$ cat src/rtl/axi_w_burst_packer_if.sv
// AXI4 bus bundle shared by the initiator side and the crossbar-node side of the W burst packer.
// A zero user width still carries a 1-bit user field so every signal keeps a legal range.
interface AXI_BUS #(
  parameter int unsigned AXI_ADDR_WIDTH = 32,
  parameter int unsigned AXI_DATA_WIDTH = 32,
  parameter int unsigned AXI_ID_WIDTH   = 10,
  parameter int unsigned AXI_USER_WIDTH = 0
);
  localparam int unsigned STRB_WIDTH = AXI_DATA_WIDTH / 8;
  localparam int unsigned USER_WIDTH = (AXI_USER_WIDTH > 0) ? AXI_USER_WIDTH : 1;

  logic [AXI_ID_WIDTH-1:0]   aw_id;
  logic [AXI_ADDR_WIDTH-1:0] aw_addr;
  logic [7:0]                aw_len;
  logic [2:0]                aw_size;
  logic [1:0]                aw_burst;
  logic                      aw_lock;
  logic [3:0]                aw_cache;
  logic [2:0]                aw_prot;
  logic [3:0]                aw_qos;
  logic [3:0]                aw_region;
  logic [USER_WIDTH-1:0]     aw_user;
  logic                      aw_valid;
  logic                      aw_ready;

  logic [AXI_DATA_WIDTH-1:0] w_data;
  logic [STRB_WIDTH-1:0]     w_strb;
  logic                      w_last;
  logic [USER_WIDTH-1:0]     w_user;
  logic                      w_valid;
  logic                      w_ready;

  logic [AXI_ID_WIDTH-1:0]   b_id;
  logic [1:0]                b_resp;
  logic [USER_WIDTH-1:0]     b_user;
  logic                      b_valid;
  logic                      b_ready;

  logic [AXI_ID_WIDTH-1:0]   ar_id;
  logic [AXI_ADDR_WIDTH-1:0] ar_addr;
  logic [7:0]                ar_len;
  logic [2:0]                ar_size;
  logic [1:0]                ar_burst;
  logic                      ar_lock;
  logic [3:0]                ar_cache;
  logic [2:0]                ar_prot;
  logic [3:0]                ar_qos;
  logic [3:0]                ar_region;
  logic [USER_WIDTH-1:0]     ar_user;
  logic                      ar_valid;
  logic                      ar_ready;

  logic [AXI_ID_WIDTH-1:0]   r_id;
  logic [AXI_DATA_WIDTH-1:0] r_data;
  logic [1:0]                r_resp;
  logic                      r_last;
  logic [USER_WIDTH-1:0]     r_user;
  logic                      r_valid;
  logic                      r_ready;

  modport master (
    output aw_id, aw_addr, aw_len, aw_size, aw_burst, aw_lock, aw_cache, aw_prot, aw_qos,
           aw_region, aw_user, aw_valid,
    input  aw_ready,
    output w_data, w_strb, w_last, w_user, w_valid,
    input  w_ready,
    input  b_id, b_resp, b_user, b_valid,
    output b_ready,
    output ar_id, ar_addr, ar_len, ar_size, ar_burst, ar_lock, ar_cache, ar_prot, ar_qos,
           ar_region, ar_user, ar_valid,
    input  ar_ready,
    input  r_id, r_data, r_resp, r_last, r_user, r_valid,
    output r_ready
  );

  modport slave (
    input  aw_id, aw_addr, aw_len, aw_size, aw_burst, aw_lock, aw_cache, aw_prot, aw_qos,
           aw_region, aw_user, aw_valid,
    output aw_ready,
    input  w_data, w_strb, w_last, w_user, w_valid,
    output w_ready,
    output b_id, b_resp, b_user, b_valid,
    input  b_ready,
    input  ar_id, ar_addr, ar_len, ar_size, ar_burst, ar_lock, ar_cache, ar_prot, ar_qos,
           ar_region, ar_user, ar_valid,
    output ar_ready,
    output r_id, r_data, r_resp, r_last, r_user, r_valid,
    input  r_ready
  );
endinterface

$ cat src/rtl/axi_w_burst_packer.sv
// Store-and-forward W buffer: AW is held until its burst (or a full FIFO) is local; AW/W appear N+1 cycles after AW accept.
// Input W stalls while the FIFO is full or the burst is complete; output W drains at master.w_ready pace. B/AR/R pass through.
module axi_w_burst_packer #(
  parameter int unsigned AXI_ADDR_WIDTH = 32,
  parameter int unsigned AXI_DATA_WIDTH = 32,
  parameter int unsigned AXI_ID_WIDTH   = 10,
  parameter int unsigned AXI_USER_WIDTH = 0,
  parameter int unsigned BUFFER_DEPTH   = 16
) (
  input  logic                          clk,
  input  logic                          rst,
  AXI_BUS.slave                         slave,
  AXI_BUS.master                        master,
  output logic                          busy_o,
  output logic [$clog2(BUFFER_DEPTH):0] fill_o,
  output logic                          len_err_o
);
  localparam int unsigned STRB_W = AXI_DATA_WIDTH / 8;
  localparam int unsigned USER_W = (AXI_USER_WIDTH > 0) ? AXI_USER_WIDTH : 1;
  localparam int unsigned PTR_W  = $clog2(BUFFER_DEPTH);
  localparam int unsigned CNT_W  = PTR_W + 1;

  typedef struct packed {
    logic [AXI_ID_WIDTH-1:0]   id;
    logic [AXI_ADDR_WIDTH-1:0] addr;
    logic [7:0]                len;
    logic [2:0]                size;
    logic [1:0]                burst;
    logic                      lock;
    logic [3:0]                cache;
    logic [2:0]                prot;
    logic [3:0]                qos;
    logic [3:0]                region;
    logic [USER_W-1:0]         user;
  } aw_t;

  typedef struct packed {
    logic [AXI_DATA_WIDTH-1:0] data;
    logic [STRB_W-1:0]         strb;
    logic [USER_W-1:0]         user;
  } w_beat_t;

  typedef enum logic [1:0] {IDLE, FILL, ISSUE, DRAIN} state_t;

  state_t            state;
  aw_t               aw_q;
  logic [8:0]        beats_total;
  logic [8:0]        in_cnt;
  logic [8:0]        out_cnt;
  logic              len_err;
  w_beat_t           mem [BUFFER_DEPTH];
  w_beat_t           beat_in;
  w_beat_t           beat_out;
  logic [PTR_W-1:0]  wr_ptr;
  logic [PTR_W-1:0]  rd_ptr;
  logic [CNT_W-1:0]  fill;
  logic              full;
  logic              empty;
  logic              drain_phase;
  logic              push;
  logic              pop;
  logic              aw_in_hs;
  logic              aw_out_hs;
  logic              last_pop;

  assign full        = (fill == CNT_W'(BUFFER_DEPTH));
  assign empty       = (fill == '0);
  assign drain_phase = (state == ISSUE) || (state == DRAIN);

  assign slave.aw_ready = (state == IDLE) && !rst;
  // Full comes from the registered count, so a pop never opens the input in the same cycle.
  assign slave.w_ready  = !full && ((state == FILL) || (drain_phase && (in_cnt < beats_total)));

  assign beat_in  = '{data: slave.w_data, strb: slave.w_strb, user: slave.w_user};
  assign beat_out = mem[rd_ptr];

  assign master.aw_id     = aw_q.id;
  assign master.aw_addr   = aw_q.addr;
  assign master.aw_len    = aw_q.len;
  assign master.aw_size   = aw_q.size;
  assign master.aw_burst  = aw_q.burst;
  assign master.aw_lock   = aw_q.lock;
  assign master.aw_cache  = aw_q.cache;
  assign master.aw_prot   = aw_q.prot;
  assign master.aw_qos    = aw_q.qos;
  assign master.aw_region = aw_q.region;
  assign master.aw_user   = aw_q.user;
  assign master.aw_valid  = (state == ISSUE);

  assign master.w_data  = beat_out.data;
  assign master.w_strb  = beat_out.strb;
  assign master.w_user  = beat_out.user;
  assign master.w_valid = drain_phase && !empty;
  assign master.w_last  = (out_cnt == beats_total - 9'd1);

  assign push      = slave.w_valid && slave.w_ready;
  assign pop       = master.w_valid && master.w_ready;
  assign aw_in_hs  = slave.aw_valid && slave.aw_ready;
  assign aw_out_hs = master.aw_valid && master.aw_ready;
  assign last_pop  = pop && master.w_last;

  assign busy_o    = (state != IDLE);
  assign fill_o    = fill;
  assign len_err_o = len_err;

  always_ff @(posedge clk) begin
    if (push) mem[wr_ptr] <= beat_in;
  end

  always_ff @(posedge clk) begin
    if (rst) begin
      state       <= IDLE;
      aw_q        <= '0;
      beats_total <= '0;
      in_cnt      <= '0;
      out_cnt     <= '0;
      len_err     <= 1'b0;
      wr_ptr      <= '0;
      rd_ptr      <= '0;
      fill        <= '0;
    end else begin
      if (push) begin
        wr_ptr <= wr_ptr + 1'b1;
        in_cnt <= in_cnt + 9'd1;
        if (slave.w_last != (in_cnt == beats_total - 9'd1)) len_err <= 1'b1;
      end
      if (pop) begin
        rd_ptr  <= rd_ptr + 1'b1;
        out_cnt <= out_cnt + 9'd1;
      end
      case ({push, pop})
        2'b10:   fill <= fill + 1'b1;
        2'b01:   fill <= fill - 1'b1;
        default: fill <= fill;
      endcase

      case (state)
        IDLE: begin
          if (aw_in_hs) begin
            aw_q <= '{id: slave.aw_id, addr: slave.aw_addr, len: slave.aw_len,
                      size: slave.aw_size, burst: slave.aw_burst, lock: slave.aw_lock,
                      cache: slave.aw_cache, prot: slave.aw_prot, qos: slave.aw_qos,
                      region: slave.aw_region, user: slave.aw_user};
            beats_total <= {1'b0, slave.aw_len} + 9'd1;
            in_cnt      <= '0;
            out_cnt     <= '0;
            state       <= FILL;
          end
        end
        FILL: begin
          // Bursts longer than the FIFO cut through once it fills.
          if (push && ((in_cnt + 9'd1 == beats_total) || (fill == CNT_W'(BUFFER_DEPTH - 1))))
            state <= ISSUE;
        end
        ISSUE: begin
          // W may finish before AW is taken; then there is nothing left to drain.
          if (aw_out_hs) state <= (last_pop || (out_cnt == beats_total)) ? IDLE : DRAIN;
        end
        DRAIN: begin
          if (last_pop) state <= IDLE;
        end
        default: state <= IDLE;
      endcase
    end
  end

  assign slave.b_id    = master.b_id;
  assign slave.b_resp  = master.b_resp;
  assign slave.b_user  = master.b_user;
  assign slave.b_valid = master.b_valid;
  assign master.b_ready = slave.b_ready;

  assign master.ar_id     = slave.ar_id;
  assign master.ar_addr   = slave.ar_addr;
  assign master.ar_len    = slave.ar_len;
  assign master.ar_size   = slave.ar_size;
  assign master.ar_burst  = slave.ar_burst;
  assign master.ar_lock   = slave.ar_lock;
  assign master.ar_cache  = slave.ar_cache;
  assign master.ar_prot   = slave.ar_prot;
  assign master.ar_qos    = slave.ar_qos;
  assign master.ar_region = slave.ar_region;
  assign master.ar_user   = slave.ar_user;
  assign master.ar_valid  = slave.ar_valid;
  assign slave.ar_ready   = master.ar_ready;

  assign slave.r_id    = master.r_id;
  assign slave.r_data  = master.r_data;
  assign slave.r_resp  = master.r_resp;
  assign slave.r_last  = master.r_last;
  assign slave.r_user  = master.r_user;
  assign slave.r_valid = master.r_valid;
  assign master.r_ready = slave.r_ready;
endmodule

$ cat src/flat_wrapper.sv
// flat-port wrapper written by rule: the top's interface ports become plain ports
module axi_w_burst_packer_flat 
#(
  parameter int unsigned AXI_ADDR_WIDTH = 32,
  parameter int unsigned AXI_DATA_WIDTH = 32,
  parameter int unsigned AXI_ID_WIDTH   = 10,
  parameter int unsigned AXI_USER_WIDTH = 0,
  parameter int unsigned BUFFER_DEPTH   = 16
)
  (clk, rst, busy_o, fill_o, len_err_o, slave_aw_id, slave_aw_addr, slave_aw_len, slave_aw_size, slave_aw_burst, slave_aw_lock, slave_aw_cache, slave_aw_prot, slave_aw_qos, slave_aw_region, slave_aw_user, slave_aw_valid, slave_aw_ready, slave_w_data, slave_w_strb, slave_w_last, slave_w_user, slave_w_valid, slave_w_ready, slave_b_id, slave_b_resp, slave_b_user, slave_b_valid, slave_b_ready, slave_ar_id, slave_ar_addr, slave_ar_len, slave_ar_size, slave_ar_burst, slave_ar_lock, slave_ar_cache, slave_ar_prot, slave_ar_qos, slave_ar_region, slave_ar_user, slave_ar_valid, slave_ar_ready, slave_r_id, slave_r_data, slave_r_resp, slave_r_last, slave_r_user, slave_r_valid, slave_r_ready, master_aw_id, master_aw_addr, master_aw_len, master_aw_size, master_aw_burst, master_aw_lock, master_aw_cache, master_aw_prot, master_aw_qos, master_aw_region, master_aw_user, master_aw_valid, master_aw_ready, master_w_data, master_w_strb, master_w_last, master_w_user, master_w_valid, master_w_ready, master_b_id, master_b_resp, master_b_user, master_b_valid, master_b_ready, master_ar_id, master_ar_addr, master_ar_len, master_ar_size, master_ar_burst, master_ar_lock, master_ar_cache, master_ar_prot, master_ar_qos, master_ar_region, master_ar_user, master_ar_valid, master_ar_ready, master_r_id, master_r_data, master_r_resp, master_r_last, master_r_user, master_r_valid, master_r_ready);
  AXI_BUS #(.AXI_ADDR_WIDTH(AXI_ADDR_WIDTH), .AXI_DATA_WIDTH(AXI_DATA_WIDTH), .AXI_ID_WIDTH(AXI_ID_WIDTH), .AXI_USER_WIDTH(AXI_USER_WIDTH)) slave_i ();
  AXI_BUS #(.AXI_ADDR_WIDTH(AXI_ADDR_WIDTH), .AXI_DATA_WIDTH(AXI_DATA_WIDTH), .AXI_ID_WIDTH(AXI_ID_WIDTH), .AXI_USER_WIDTH(AXI_USER_WIDTH)) master_i ();
  input  logic clk;
  input  logic rst;
  output logic busy_o;
  output logic [$clog2(BUFFER_DEPTH):0] fill_o;
  output logic len_err_o;
  input wire logic [$bits(slave_i.aw_id)-1:0] slave_aw_id;
  input wire logic [$bits(slave_i.aw_addr)-1:0] slave_aw_addr;
  input wire logic [$bits(slave_i.aw_len)-1:0] slave_aw_len;
  input wire logic [$bits(slave_i.aw_size)-1:0] slave_aw_size;
  input wire logic [$bits(slave_i.aw_burst)-1:0] slave_aw_burst;
  input wire logic [$bits(slave_i.aw_lock)-1:0] slave_aw_lock;
  input wire logic [$bits(slave_i.aw_cache)-1:0] slave_aw_cache;
  input wire logic [$bits(slave_i.aw_prot)-1:0] slave_aw_prot;
  input wire logic [$bits(slave_i.aw_qos)-1:0] slave_aw_qos;
  input wire logic [$bits(slave_i.aw_region)-1:0] slave_aw_region;
  input wire logic [$bits(slave_i.aw_user)-1:0] slave_aw_user;
  input wire logic [$bits(slave_i.aw_valid)-1:0] slave_aw_valid;
  output wire logic [$bits(slave_i.aw_ready)-1:0] slave_aw_ready;
  input wire logic [$bits(slave_i.w_data)-1:0] slave_w_data;
  input wire logic [$bits(slave_i.w_strb)-1:0] slave_w_strb;
  input wire logic [$bits(slave_i.w_last)-1:0] slave_w_last;
  input wire logic [$bits(slave_i.w_user)-1:0] slave_w_user;
  input wire logic [$bits(slave_i.w_valid)-1:0] slave_w_valid;
  output wire logic [$bits(slave_i.w_ready)-1:0] slave_w_ready;
  output wire logic [$bits(slave_i.b_id)-1:0] slave_b_id;
  output wire logic [$bits(slave_i.b_resp)-1:0] slave_b_resp;
  output wire logic [$bits(slave_i.b_user)-1:0] slave_b_user;
  output wire logic [$bits(slave_i.b_valid)-1:0] slave_b_valid;
  input wire logic [$bits(slave_i.b_ready)-1:0] slave_b_ready;
  input wire logic [$bits(slave_i.ar_id)-1:0] slave_ar_id;
  input wire logic [$bits(slave_i.ar_addr)-1:0] slave_ar_addr;
  input wire logic [$bits(slave_i.ar_len)-1:0] slave_ar_len;
  input wire logic [$bits(slave_i.ar_size)-1:0] slave_ar_size;
  input wire logic [$bits(slave_i.ar_burst)-1:0] slave_ar_burst;
  input wire logic [$bits(slave_i.ar_lock)-1:0] slave_ar_lock;
  input wire logic [$bits(slave_i.ar_cache)-1:0] slave_ar_cache;
  input wire logic [$bits(slave_i.ar_prot)-1:0] slave_ar_prot;
  input wire logic [$bits(slave_i.ar_qos)-1:0] slave_ar_qos;
  input wire logic [$bits(slave_i.ar_region)-1:0] slave_ar_region;
  input wire logic [$bits(slave_i.ar_user)-1:0] slave_ar_user;
  input wire logic [$bits(slave_i.ar_valid)-1:0] slave_ar_valid;
  output wire logic [$bits(slave_i.ar_ready)-1:0] slave_ar_ready;
  output wire logic [$bits(slave_i.r_id)-1:0] slave_r_id;
  output wire logic [$bits(slave_i.r_data)-1:0] slave_r_data;
  output wire logic [$bits(slave_i.r_resp)-1:0] slave_r_resp;
  output wire logic [$bits(slave_i.r_last)-1:0] slave_r_last;
  output wire logic [$bits(slave_i.r_user)-1:0] slave_r_user;
  output wire logic [$bits(slave_i.r_valid)-1:0] slave_r_valid;
  input wire logic [$bits(slave_i.r_ready)-1:0] slave_r_ready;
  output wire logic [$bits(master_i.aw_id)-1:0] master_aw_id;
  output wire logic [$bits(master_i.aw_addr)-1:0] master_aw_addr;
  output wire logic [$bits(master_i.aw_len)-1:0] master_aw_len;
  output wire logic [$bits(master_i.aw_size)-1:0] master_aw_size;
  output wire logic [$bits(master_i.aw_burst)-1:0] master_aw_burst;
  output wire logic [$bits(master_i.aw_lock)-1:0] master_aw_lock;
  output wire logic [$bits(master_i.aw_cache)-1:0] master_aw_cache;
  output wire logic [$bits(master_i.aw_prot)-1:0] master_aw_prot;
  output wire logic [$bits(master_i.aw_qos)-1:0] master_aw_qos;
  output wire logic [$bits(master_i.aw_region)-1:0] master_aw_region;
  output wire logic [$bits(master_i.aw_user)-1:0] master_aw_user;
  output wire logic [$bits(master_i.aw_valid)-1:0] master_aw_valid;
  input wire logic [$bits(master_i.aw_ready)-1:0] master_aw_ready;
  output wire logic [$bits(master_i.w_data)-1:0] master_w_data;
  output wire logic [$bits(master_i.w_strb)-1:0] master_w_strb;
  output wire logic [$bits(master_i.w_last)-1:0] master_w_last;
  output wire logic [$bits(master_i.w_user)-1:0] master_w_user;
  output wire logic [$bits(master_i.w_valid)-1:0] master_w_valid;
  input wire logic [$bits(master_i.w_ready)-1:0] master_w_ready;
  input wire logic [$bits(master_i.b_id)-1:0] master_b_id;
  input wire logic [$bits(master_i.b_resp)-1:0] master_b_resp;
  input wire logic [$bits(master_i.b_user)-1:0] master_b_user;
  input wire logic [$bits(master_i.b_valid)-1:0] master_b_valid;
  output wire logic [$bits(master_i.b_ready)-1:0] master_b_ready;
  output wire logic [$bits(master_i.ar_id)-1:0] master_ar_id;
  output wire logic [$bits(master_i.ar_addr)-1:0] master_ar_addr;
  output wire logic [$bits(master_i.ar_len)-1:0] master_ar_len;
  output wire logic [$bits(master_i.ar_size)-1:0] master_ar_size;
  output wire logic [$bits(master_i.ar_burst)-1:0] master_ar_burst;
  output wire logic [$bits(master_i.ar_lock)-1:0] master_ar_lock;
  output wire logic [$bits(master_i.ar_cache)-1:0] master_ar_cache;
  output wire logic [$bits(master_i.ar_prot)-1:0] master_ar_prot;
  output wire logic [$bits(master_i.ar_qos)-1:0] master_ar_qos;
  output wire logic [$bits(master_i.ar_region)-1:0] master_ar_region;
  output wire logic [$bits(master_i.ar_user)-1:0] master_ar_user;
  output wire logic [$bits(master_i.ar_valid)-1:0] master_ar_valid;
  input wire logic [$bits(master_i.ar_ready)-1:0] master_ar_ready;
  input wire logic [$bits(master_i.r_id)-1:0] master_r_id;
  input wire logic [$bits(master_i.r_data)-1:0] master_r_data;
  input wire logic [$bits(master_i.r_resp)-1:0] master_r_resp;
  input wire logic [$bits(master_i.r_last)-1:0] master_r_last;
  input wire logic [$bits(master_i.r_user)-1:0] master_r_user;
  input wire logic [$bits(master_i.r_valid)-1:0] master_r_valid;
  output wire logic [$bits(master_i.r_ready)-1:0] master_r_ready;
  assign slave_i.aw_id = slave_aw_id;
  assign slave_i.aw_addr = slave_aw_addr;
  assign slave_i.aw_len = slave_aw_len;
  assign slave_i.aw_size = slave_aw_size;
  assign slave_i.aw_burst = slave_aw_burst;
  assign slave_i.aw_lock = slave_aw_lock;
  assign slave_i.aw_cache = slave_aw_cache;
  assign slave_i.aw_prot = slave_aw_prot;
  assign slave_i.aw_qos = slave_aw_qos;
  assign slave_i.aw_region = slave_aw_region;
  assign slave_i.aw_user = slave_aw_user;
  assign slave_i.aw_valid = slave_aw_valid;
  assign slave_aw_ready = slave_i.aw_ready;
  assign slave_i.w_data = slave_w_data;
  assign slave_i.w_strb = slave_w_strb;
  assign slave_i.w_last = slave_w_last;
  assign slave_i.w_user = slave_w_user;
  assign slave_i.w_valid = slave_w_valid;
  assign slave_w_ready = slave_i.w_ready;
  assign slave_b_id = slave_i.b_id;
  assign slave_b_resp = slave_i.b_resp;
  assign slave_b_user = slave_i.b_user;
  assign slave_b_valid = slave_i.b_valid;
  assign slave_i.b_ready = slave_b_ready;
  assign slave_i.ar_id = slave_ar_id;
  assign slave_i.ar_addr = slave_ar_addr;
  assign slave_i.ar_len = slave_ar_len;
  assign slave_i.ar_size = slave_ar_size;
  assign slave_i.ar_burst = slave_ar_burst;
  assign slave_i.ar_lock = slave_ar_lock;
  assign slave_i.ar_cache = slave_ar_cache;
  assign slave_i.ar_prot = slave_ar_prot;
  assign slave_i.ar_qos = slave_ar_qos;
  assign slave_i.ar_region = slave_ar_region;
  assign slave_i.ar_user = slave_ar_user;
  assign slave_i.ar_valid = slave_ar_valid;
  assign slave_ar_ready = slave_i.ar_ready;
  assign slave_r_id = slave_i.r_id;
  assign slave_r_data = slave_i.r_data;
  assign slave_r_resp = slave_i.r_resp;
  assign slave_r_last = slave_i.r_last;
  assign slave_r_user = slave_i.r_user;
  assign slave_r_valid = slave_i.r_valid;
  assign slave_i.r_ready = slave_r_ready;
  assign master_aw_id = master_i.aw_id;
  assign master_aw_addr = master_i.aw_addr;
  assign master_aw_len = master_i.aw_len;
  assign master_aw_size = master_i.aw_size;
  assign master_aw_burst = master_i.aw_burst;
  assign master_aw_lock = master_i.aw_lock;
  assign master_aw_cache = master_i.aw_cache;
  assign master_aw_prot = master_i.aw_prot;
  assign master_aw_qos = master_i.aw_qos;
  assign master_aw_region = master_i.aw_region;
  assign master_aw_user = master_i.aw_user;
  assign master_aw_valid = master_i.aw_valid;
  assign master_i.aw_ready = master_aw_ready;
  assign master_w_data = master_i.w_data;
  assign master_w_strb = master_i.w_strb;
  assign master_w_last = master_i.w_last;
  assign master_w_user = master_i.w_user;
  assign master_w_valid = master_i.w_valid;
  assign master_i.w_ready = master_w_ready;
  assign master_i.b_id = master_b_id;
  assign master_i.b_resp = master_b_resp;
  assign master_i.b_user = master_b_user;
  assign master_i.b_valid = master_b_valid;
  assign master_b_ready = master_i.b_ready;
  assign master_ar_id = master_i.ar_id;
  assign master_ar_addr = master_i.ar_addr;
  assign master_ar_len = master_i.ar_len;
  assign master_ar_size = master_i.ar_size;
  assign master_ar_burst = master_i.ar_burst;
  assign master_ar_lock = master_i.ar_lock;
  assign master_ar_cache = master_i.ar_cache;
  assign master_ar_prot = master_i.ar_prot;
  assign master_ar_qos = master_i.ar_qos;
  assign master_ar_region = master_i.ar_region;
  assign master_ar_user = master_i.ar_user;
  assign master_ar_valid = master_i.ar_valid;
  assign master_i.ar_ready = master_ar_ready;
  assign master_i.r_id = master_r_id;
  assign master_i.r_data = master_r_data;
  assign master_i.r_resp = master_r_resp;
  assign master_i.r_last = master_r_last;
  assign master_i.r_user = master_r_user;
  assign master_i.r_valid = master_r_valid;
  assign master_r_ready = master_i.r_ready;
  axi_w_burst_packer #(.AXI_ADDR_WIDTH(AXI_ADDR_WIDTH), .AXI_DATA_WIDTH(AXI_DATA_WIDTH), .AXI_ID_WIDTH(AXI_ID_WIDTH), .AXI_USER_WIDTH(AXI_USER_WIDTH), .BUFFER_DEPTH(BUFFER_DEPTH)) u_core (.clk(clk), .rst(rst), .slave(slave_i), .master(master_i), .busy_o(busy_o), .fill_o(fill_o), .len_err_o(len_err_o));
endmodule
$ cat config.mk
export PLATFORM = sky130hd
export DESIGN_NAME = axi_w_burst_packer_flat
export DESIGN_NICKNAME = d
export VERILOG_FILES = /design/src/rtl/axi_w_burst_packer_if.sv /design/src/rtl/axi_w_burst_packer.sv /design/src/flat_wrapper.sv
export SDC_FILE = /design/constraint.sdc
export NUM_CORES = 1
export LEC_CHECK = 0
export ABC_AREA = 0
export BUFFER_PORTS_ARGS = -buffer_cell sky130_fd_sc_hd__buf_4
export CORE_MARGIN = 2
export CORE_UTILIZATION = 40
export DETAILED_ROUTE_END_ITERATION = 8
export PLACE_DENSITY_LB_ADDON = 0.08
export SKIP_LAST_GASP = 1
export SYNTH_ARGS = -nofsm -noshare
export SYNTH_HDL_FRONTEND = slang
export SYNTH_SLANG_ARGS = --single-unit
$ cat constraint.sdc
create_clock -name clk -period 11.6 [get_ports clk]
set_input_delay 2.32 -clock clk [delete_from_list [all_inputs] [get_ports clk]]
set_output_delay 2.32 -clock clk [all_outputs]
set_load 0.01 [all_outputs]
==> flow_summary_export.csv, run 1 <==
group,metric,value,unit
run_status,outcome,"completed",
pwr,ir_drop,0.106,mV
floorplan,die_x,275,um
hold_path,worst_hold_path.num_cells,2,
synthesis,synthAdderAreaFrac,0.0101,
detailed_routing,wl_per_cell,26.9,um
detailed_routing,ant_nets,0,
hold_path,min-delay-start,"u_core.master.aw_addr[4]$_SDFFE_PP0P_",
detailed_routing,dr.pass1.iters,5,
cts,cts-htree-levels,3,
critical_path,critPathMostFrequentCell,"buf_4",
grt,grt_overflow,0,
timing,rsz0062_at_grt,"no",
critical_path,endpoint_kind,"output port",
synthesis,ys_seq_area_frac,0.688,
synthesis,syn_inst,1702,
synthesis,synth_seq_cells,711,
timing,tightest_slew,1050,ps
placement,port_buffers,236,
timing,min_period,6490,ps
placement,gp_congestion,0.862,
grt,grt_max_degree,103,
critical_path,cp_cell_sequence,"buf_4 -> buf_4 -> mux4_2 -> mux4_2 -> buf_4",
placement,placed_area,0.0311,sq mm
critical_path,arrival,4170,ps
synthesis,netlist.area_leader.share,0.607,
critical_path,crit_slowest_cell,"dfxtp_4",
synthesis,yosys.area_share.simple,0.0673,
timing,final-setup-viol-count,0,
hold_path,min_path_type,"flip-flop to flip-flop",
critical_path,worstReg2RegEnd,"u_core.mem[3][2]$_DFFE_PP_",
timing,slew-limit-headroom,0.301,
synthesis,synthTopCellsByArea,"edfxtp_1 (61%), mux4_2 (14%), dfxtp_1 (8.1%)",
critical_path,path_class,"flip-flop to output port",
job,drv_cap,0,
critical_path,r2r_start,"u_core.beats_total[6]$_SDFFE_PP0P_",
finish,drive_gt1_frac,0.318,
floorplan,die_height,275,um
critical_path,crit_fanout,60,
cts,clockRootBuffer,"clkbuf_16",
detailed_routing,via_per_inst,5.37,
timing,min_period_over_period,0.559,
grt,grt_pass1_wl,111000,um
pwr,design_power_total,5.62,mW
critical_path,critical_path.top_delay_family,"buffers and inverters",
pwr,power.density,167,mW/mm^2
critical_path,worst-path-buf-inv,3,
placement,hpwl,43400,um
critical_path,rrSetupSlack,7260,ps
synthesis,yosys.area_share.xor_xnor,0.0184,
cts,cts_tree,"done",
finish,syn_to_final_growth,15.0,%
timing,finClkSkew,20.4,ps
grt,grt_use_total,0.203,
grt,antenna_found_initial,3,
synthesis,synth_compound_area_frac,0.0185,
finish,instances_no_fill,2845,
critical_path,max_stage_delay,960,ps
floorplan,core_area,0.0727,sq mm
synthesis,yosysMostFrequentCell,"edfxtp_1",
critical_path,startpoint_type,"flip-flop",
cts,insertion_delay,620,ps
synthesis,ys_types,62,
timing,fmax,154,MHz
synthesis,synth.area.mux_share,0.143,
synthesis,synth_top_family_by_area,"multiplexers",
detailed_routing,drc,0,
cts,numClockSinks,711,
synthesis,synth_nets,1978,
timing,hold_viol_final,0,
detailed_routing,wirelength,76600,um
synthesis,postSynth.asyncResetShare,0,
timing,finalSetupTns,0,ps
finish,num-fill-cells,6220,
floorplan,start_util,0.403,
pwr,leakage,11.4,nW
critical_path,worstPathRequired,9280,ps
timing,hold_ws,474,ps
synthesis,synth_top_area_cell,"edfxtp_1",
cts,cts_resized,0,
cts,cts_hold_buffers,0,
placement,dp_cells,2696,
cts,cts_setup_buffers,0,
synthesis,avgSynthCellArea,17.2,sq um
detailed_routing,drt_iter0_markers,1109,
grt,grt_pass1_vias,16100,
cts,clkTransAtPathRegs,50,ps
synthesis,yosysWarnings,0,
synthesis,synth_ff_type,"edfxtp_1",
synthesis,synth_edf_count,592,
detailed_routing,via_count,15300,
synthesis,netlist_area,0.0293,sq mm
critical_path,r2r_cells,7,
finish,fin_nets,2096,
hold_path,min_to,"u_core.master.aw_addr[4]$_SDFFE_PP0P_",
floorplan,num_rows,99,
timing,final_max_slew_viol_count,0,
synthesis,synth_common_cells,"edfxtp_1 (592), mux4_2 (185), nand2_1 (170), buf_4 (154), dfxtp_1 (119)",
finish,finalInstanceArea,0.0337,sq mm
cts,clock_path_buffers,3,
floorplan,ioPinCount,511,
floorplan,dieArea,0.0755,sq mm
cts,cts_buffers,81,
worst register-to-register path: stages (launching register included):
cell	delay (ps)
dfxtp_1	640
inv_1	120
ha_1	320
a22o_1	250
o41ai_4	660
nand3_1	520
nor3_2	730
buf_4	700
where the power goes:
part / internal (mW) / total [mW] / switching [mW] / leakage, nW
registers: 2.80 / 2.83 / 0.0284 / 6.30
logic: 0.130 / 0.302 / 0.172 / 3.83
clock network: 1.48 / 2.49 / 1.01 / 1.26
total: 4.41 / 5.62 / 1.21 / 11.4
how the worst max path moves through the flow:
stage	start	endpoint	slack, ps	cells past startpoint
3_3_place_gp	flip-flop	master_w_data[0]	5680	5
3_5_place_dp	flip-flop	master_w_data[2]	5690	5
2_1_floorplan	slave_w_valid	u_core.mem[0][0]$_DFFE_PP_	5410	7
6_report	flip-flop	master_w_strb[3]	5110	5
5_1_grt	flip-flop	master_w_strb[0]	4900	5
4_1_cts	flip-flop	master_w_data[2]	5020	5
cell type report:
class | instances | area [sq um] | share of cell area
flip-flops and latches | 711 | 20200 | 0.599
multi-input cells | 738 | 7660 | 0.227
clock buffers | 99 | 2130 | 0.0631
repair buffers | 264 | 1990 | 0.0592
well taps | 959 | 1200 | 0.0356
clock inverters | 48 | 457 | 0.0136
inverters | 24 | 90.1 | 0.00267
diodes | 2 | 5.00 | 0.000148
state kept, by name, summed over array words and instances, names as in the netlist, 4 cells and up, named ones only:
signal	count
u_core.in_cnt	9
u_core.mem	592
u_core.out_cnt	9
u_core.master.aw_len	8
u_core.master.aw_qos	4
u_core.wr_ptr	4
u_core.fill_o	5
u_core.master.aw_cache	4
u_core.master.aw_addr	32
u_core.rd_ptr	4
u_core.beats_total	9
u_core.master.aw_id	10
u_core.master.aw_region	4
cell families after synthesis:
family	count (synthesis)
muxes	187
DFF	711
xor gates and xnor gates	60
buffers and inverters	253
and+or+nand+nor	392
AOI/OAI and AO/OA	76
adders and majority gates	23
layer usage:
layer	up-vias	routed length (um)	global-route usage
met4	4	1900	0.0584
met2	609	37500	0.333
met1	7868	30200	0.249
met5	-	79	0.00564
li1	6668	-	-
met3	127	6990	0.0800
layout by cell type (no fill, tap or decap), types with 22 or more instances in the layout:
master,count
edfxtp_1,592
buf_4,263
mux4_2,185
nand2_1,169
dfxtp_1,115
clkbuf_16,82
nand3b_1,72
nor2_1,48
xor2_1,36
inv_1,22
xnor2_1,22
ha_1,22
stage by stage:
stage / utilization / setup WS [ps]
after floorplan: - / 5410
after global placement: 0.428 / 5680
after detailed placement: 0.428 / 5690
after CTS: 0.463 / 5020
after global routing: 0.463 / 4900
final: 0.464 / 5110
No activity file was read; power rests on OpenSTA's default activity.
==> run 2, diff against run 1 <==
==> constraint.sdc (replaced) <==
create_clock -name clk -period 6.65 [get_ports clk]
set_input_delay 1.33 -clock clk [delete_from_list [all_inputs] [get_ports clk]]
set_output_delay 1.33 -clock clk [all_outputs]
set_load 0.01 [all_outputs]
==> flow_summary_export.csv, run 2 (synthesis gave the netlist of run 1 again) <==
group,metric,value,unit
finish,syn_to_final_growth,14.8,%
cts,clock_path_buffers,3,
critical_path,endpoint_kind,"output port",
timing,finalSetupTns,0,ps
finish,largest_reg_flops,592,
placement,dp_cells,2698,
floorplan,core_area,0.0727,sq mm
timing,fmax,217,MHz
cts,insertion_delay,610,ps
critical_path,worstPathRequired,5320,ps
grt,antenna_found_initial,2,
cts,cts_resized,0,
floorplan,dieArea,0.0755,sq mm
critical_path,crit_slowest_cell,"dfxtp_4",
critical_path,r2r_start,"u_core.beats_total[6]$_SDFFE_PP0P_",
cts,cts_buffers,80,
hold_path,min_to,"u_core.master.aw_len[0]$_SDFFE_PP0P_",
timing,tightest_slew,1230,ps
floorplan,die_x,275,um
cts,cts-htree-levels,3,
detailed_routing,drt-met1-wl,30300,um
timing,hold_ws,466,ps
run_status,outcome,"completed",
detailed_routing,top_layer_used,"met5",
detailed_routing,drc,0,
critical_path,cp_cell_sequence,"buf_4 -> mux4_2 -> mux4_2 -> buf_4",
cts,cts_tree,"done",
timing,min_period,4610,ps
placement,gp_congestion,0.829,
finish,instances_no_fill,2841,
timing,final_max_slew_viol_count,0,
timing,hold_viol_final,0,
timing,min_period_over_period,0.693,
critical_path,path_class,"flip-flop to output port",
finish,drive_gt1_frac,0.315,
floorplan,ioPinCount,511,
hold_path,min_path_type,"flip-flop to flip-flop",
critical_path,max_stage_delay,950,ps
detailed_routing,ant_nets,0,
critical_path,worst-path-buf-inv,2,
finish,final_common_cell,"edfxtp_1",
timing,final-setup-viol-count,0,
placement,hpwl,46900,um
grt,grt_max_degree,82,
finish,final_cell_mix,"edfxtp_1 (592), buf_4 (263), mux4_2 (185)",
detailed_routing,via_count,15200,
floorplan,start_util,0.403,
cts,cts_setup_buffers,0,
critical_path,r2r_cells,8,
grt,grt_use_total,0.199,
timing,slew-limit-headroom,0.178,
cts,numClockSinks,711,
timing,finClkSkew,20.4,ps
critical_path,crit_fanout,57,
detailed_routing,dr.pass1.iters,7,
detailed_routing,via_per_inst,5.35,
critical_path,arrival,3280,ps
hold_path,worst_hold_path.num_cells,2,
placement,port_buffers,236,
detailed_routing,wl_met3,6400,um
grt,grt_pass1_wl,110000,um
cts,cts_hold_buffers,0,
cts,clockRootBuffer,"clkbuf_16",
finish,fin_util,0.463,
cts,clkTransAtPathRegs,60,ps
critical_path,critical_path.top_delay_family,"flip-flops",
pwr,ir_drop,0.158,mV
critical_path,startpoint_type,"flip-flop",
finish,fin_nets,2097,
timing,rsz0062_at_grt,"no",
detailed_routing,drt_iter0_markers,1036,
job,drv_cap,0,
critical_path,rrSetupSlack,2280,ps
grt,grt_pass1_vias,16500,
floorplan,die_height,275,um
finish,top_register,"u_core.mem",
floorplan,num_rows,99,
pwr,power.density,287,mW/mm^2
detailed_routing,wirelength,74700,um
hold_path,min-delay-start,"u_core.master.aw_len[0]$_SDFFE_PP0P_",
detailed_routing,wl_per_cell,26.3,um
critical_path,worstReg2RegEnd,"u_core.mem[5][7]$_DFFE_PP_",
pwr,leakage,11.4,nW
detailed_routing,wl_met2,36700,um
grt,grt_overflow,0,
==> run 2: cell types whose count changed in the layout (fill, tap and decap cells not counted), sizes merged <==
cell      delta
clkbuf       +9
clkinv       -7
bufinv       -4
buf          +2
clkinvlp     -2
diode        -1
inv          -1
==> run 2: worst reg2reg max path, delay by kind of cell (launching register included) <==
family / cells / cell delay (ps)
and+or+nand+nor: 3 / 1810
AOI/OAI and AO/OA: 2 / 850
DFF: 1 / 590
buffers and inverters: 2 / 510
adders and majority gates: 1 / 310
==> run 2: layout make-up <==
| cell class | instances | area, sq um |
|---|---|---|
| timing repair buffer | 266 | 2030 |
| inverter | 24 | 90.1 |
| sequential | 711 | 20200 |
| multi-input combinational | 738 | 7660 |
| tap | 959 | 1200 |
| fill | 6292 | 39100 |
| clock inverter | 34 | 279 |
| antenna | 1 | 2.50 |
| clock buffer | 108 | 2200 |
==> run 2: metrics by stage <==
step	total power, mW	area [sq um]	setup slack, ps
5_1_grt	10.0	33600	1890
2_1_floorplan	5.37	29300	1450
3_5_place_dp	5.57	31200	2100
6_report	9.67	33600	2040
3_3_place_gp	5.57	31200	2170
4_1_cts	9.81	33600	1910
==> run 2: power by group <==
| group | switching, mW | leakage [nW] | internal, mW |
|---|---|---|---|
| clock network | 1.73 | 1.21 | 2.47 |
| registers | 0.0499 | 6.30 | 4.89 |
| logic | 0.307 | 3.84 | 0.228 |
==> run 2: worst max path at each step <==
stage / slack, ps / to / startpoint / cells past startpoint
3_3_place_gp: 2170 / u_core.mem[4][10]$_DFFE_PP_ / slave_w_valid / 7
3_5_place_dp: 2100 / u_core.mem[4][10]$_DFFE_PP_ / slave_w_valid / 7
5_1_grt: 1890 / master_w_data[28] / flip-flop / 4
2_1_floorplan: 1450 / u_core.mem[0][0]$_DFFE_PP_ / slave_w_valid / 7
6_report: 2040 / master_w_data[28] / flip-flop / 4
4_1_cts: 1910 / master_w_data[28] / flip-flop / 4
==> run 2: routing by layer <==
| metal | GRT usage | vias to the layer above |
|---|---|---|
| met5 | 0 | - |
| met4 | 0.0516 | 2 |
| met3 | 0.0743 | 92 |
| met2 | 0.327 | 560 |
| met1 | 0.250 | 7876 |
| li1 | - | 6657 |
==> run 3, diff against run 2 <==
==> constraint.sdc (replaced) <==
create_clock -name clk -period 4.6 [get_ports clk]
set_input_delay 0.92 -clock clk [delete_from_list [all_inputs] [get_ports clk]]
set_output_delay 0.92 -clock clk [all_outputs]
set_load 0.01 [all_outputs]
==> flow_summary_export.csv, run 3 (synthesis gave the netlist of run 1 again) <==
group,metric,value,unit
timing,tightest_slew,1010,ps
pwr,p_sw_frac,0.218,
pwr,p_int,10.9,mW
cts,insertion_delay,620,ps
critical_path,arrival,3010,ps
pwr,p_clk_frac,0.434,
hold_path,min_to,"u_core.master.aw_len[0]$_SDFFE_PP0P_",
cts,clkTransAtPathRegs,60,ps
detailed_routing,drc,0,
cts,cts_resized,0,
timing,slew-limit-headroom,0.328,
finish,final_cell_mix,"edfxtp_1 (592), buf_4 (266), mux4_2 (185)",
critical_path,worstReg2RegEnd,"u_core.fill_o[4]$_SDFFE_PP0P_",
finish,regArea,0.0202,sq mm
pwr,power_frac_comb,0.055,
grt,grt_pass1_vias,16000,
detailed_routing,dr.pass1.iters,5,
timing,final_max_slew_viol_count,0,
finish,n_antenna_cell,0,
cts,cts_hold_buffers,0,
timing,fmax,255,MHz
floorplan,start_util,0.403,
timing,min_period,3930,ps
finish,multiInputGateArea,0.00767,sq mm
pwr,leakage,11.4,nW
finish,final_common_cell,"edfxtp_1",
timing,finClkSkew,31.8,ps
detailed_routing,ant_nets,0,
finish,top_register,"u_core.mem",
critical_path,startpoint_type,"flip-flop",
cts,numClockSinks,711,
critical_path,r2r_cells,16,
floorplan,die_x,275,um
detailed_routing,wirelength,73800,um
finish,num-fill-cells,6263,
pwr,ir_drop,0.247,mV
detailed_routing,via_per_inst,5.35,
critical_path,worstPathRequired,3680,ps
finish,instances_no_fill,2854,
placement,port_buffers,236,
critical_path,rrSetupSlack,770,ps
cts,clockRootBuffer,"clkbuf_16",
pwr,power.density,413,mW/mm^2
placement,gp_congestion,0.846,
critical_path,crit_start,"u_core.beats_total[1]$_SDFFE_PP0P_",
detailed_routing,via_count,15300,
critical_path,path_class,"flip-flop to output port",
finish,syn_to_final_growth,15.5,%
cts,clock_path_buffers,3,
finish,fin_util,0.466,
critical_path,crit_fanout,11,
timing,min_period_over_period,0.853,
placement,hpwl,43900,um
cts,cts_buffers,79,
detailed_routing,drt_iter0_markers,1244,
run_status,outcome,"completed",
pwr,p_seq_frac,0.511,
hold_path,min-delay-start,"u_core.master.aw_len[0]$_SDFFE_PP0P_",
grt,grt_pass1_wl,108000,um
finish,fin_nets,2108,
floorplan,core_area,0.0727,sq mm
timing,final-setup-viol-count,0,
finish,drive_gt1_frac,0.321,
pwr,switching_power,3.05,mW
cts,cts_setup_buffers,0,
floorplan,num_rows,99,
timing,hold_viol_final,0,
timing,rsz0062_at_grt,"no",
grt,grt_max_degree,110,
critical_path,r2r_start,"u_core.beats_total[2]$_SDFFE_PP0P_",
cts,cts-htree-levels,3,
placement,dp_cells,2710,
placement,post-place-ws,790,ps
grt,grt_use_total,0.196,
floorplan,die_height,275,um
floorplan,ioPinCount,511,
detailed_routing,wl_per_cell,25.8,um
finish,largest_reg_flops,592,
job,drv_cap,0,
grt,grt_overflow,0,
timing,finalSetupTns,0,ps
critical_path,endpoint_kind,"output port",
timing,setup_slack,674,ps
pwr,design_power_total,14.0,mW
cts,cts_tree,"done",
hold_path,worst_hold_path.num_cells,2,
grt,antenna_found_initial,0,
hold_path,min_path_type,"flip-flop to flip-flop",
floorplan,dieArea,0.0755,sq mm
run 3: changes by cell type in the layout (fill, tap and decap cells not counted):
cell / previous run / this run
buf_12: 3 / 12
buf_4: 263 / 266
clkbuf_1: 22 / 19
clkinv_2: 10 / 13
inv_6: 0 / 3
clkbuf_16: 83 / 81
clkinv_1: 16 / 17
clkinv_16: 0 / 1
clkinvlp_4: 1 / 0
diode_2: 1 / 0
nor3_2: 6 / 5
nor3_4: 0 / 1
run 3: worst max-delay path by stage:
stage | to | slack (ps) | depth (start not counted)
floorplan | u_core.mem[1][0]$_DFFE_PP_ | -350 | 9
global placement | u_core.fill_o[4]$_SDFFE_PP0P_ | 760 | 15
detailed placement | u_core.fill_o[4]$_SDFFE_PP0P_ | 790 | 15
CTS | master_w_last | 630 | 8
global route | u_core.fill_o[4]$_SDFFE_PP0P_ | 400 | 16
finish | master_w_last | 670 | 8
run 3: layout make-up:
type,instances,area share
Sequential cell,711,0.596
Clock inverter,41,0.0102
Multi-Input combinational cell,738,0.226
Tap cell,959,0.0354
Inverter,24,0.00266
Timing Repair Buffer,278,0.0661
Clock buffer,103,0.0632
run 3: routing by layer:
layer | vias up | share of wire | GRT usage
li1 | 6683 | - | -
met1 | 7936 | 0.42 | 0.256
met2 | 548 | 0.48 | 0.313
met3 | 99 | 0.079 | 0.0656
met4 | 8 | 0.021 | 0.0518
met5 | - | 0.0029 | 0.0194
run 3: power by group through the flow:
stage | combinational [mW] | sequential [mW] | clock, mW
2_1_floorplan | 0.481 | 7.28 | 0
3_3_place_gp | 0.775 | 7.27 | 0
3_5_place_dp | 0.781 | 7.27 | 0
4_1_cts | 0.782 | 7.14 | 6.23
5_1_grt | 0.843 | 7.14 | 6.48
6_report | 0.771 | 7.14 | 6.06
run 3: critical path: stages (launching register included):
cell and delay (ps):
dfxtp_1 440, inv_1 170, ha_1 520, inv_2 130, o31ai_1 290, o2111ai_1 170
a211oi_1 290, and3_1 240, buf_4 130
run 3: stage by stage:
step / hold WS [ps] / area (sq um)
after floorplan: 477 / 29300
after global placement: 452 / 31400
after detailed placement: 461 / 31400
after CTS: 442 / 33900
after global routing: 457 / 33900
final: 467 / 33900
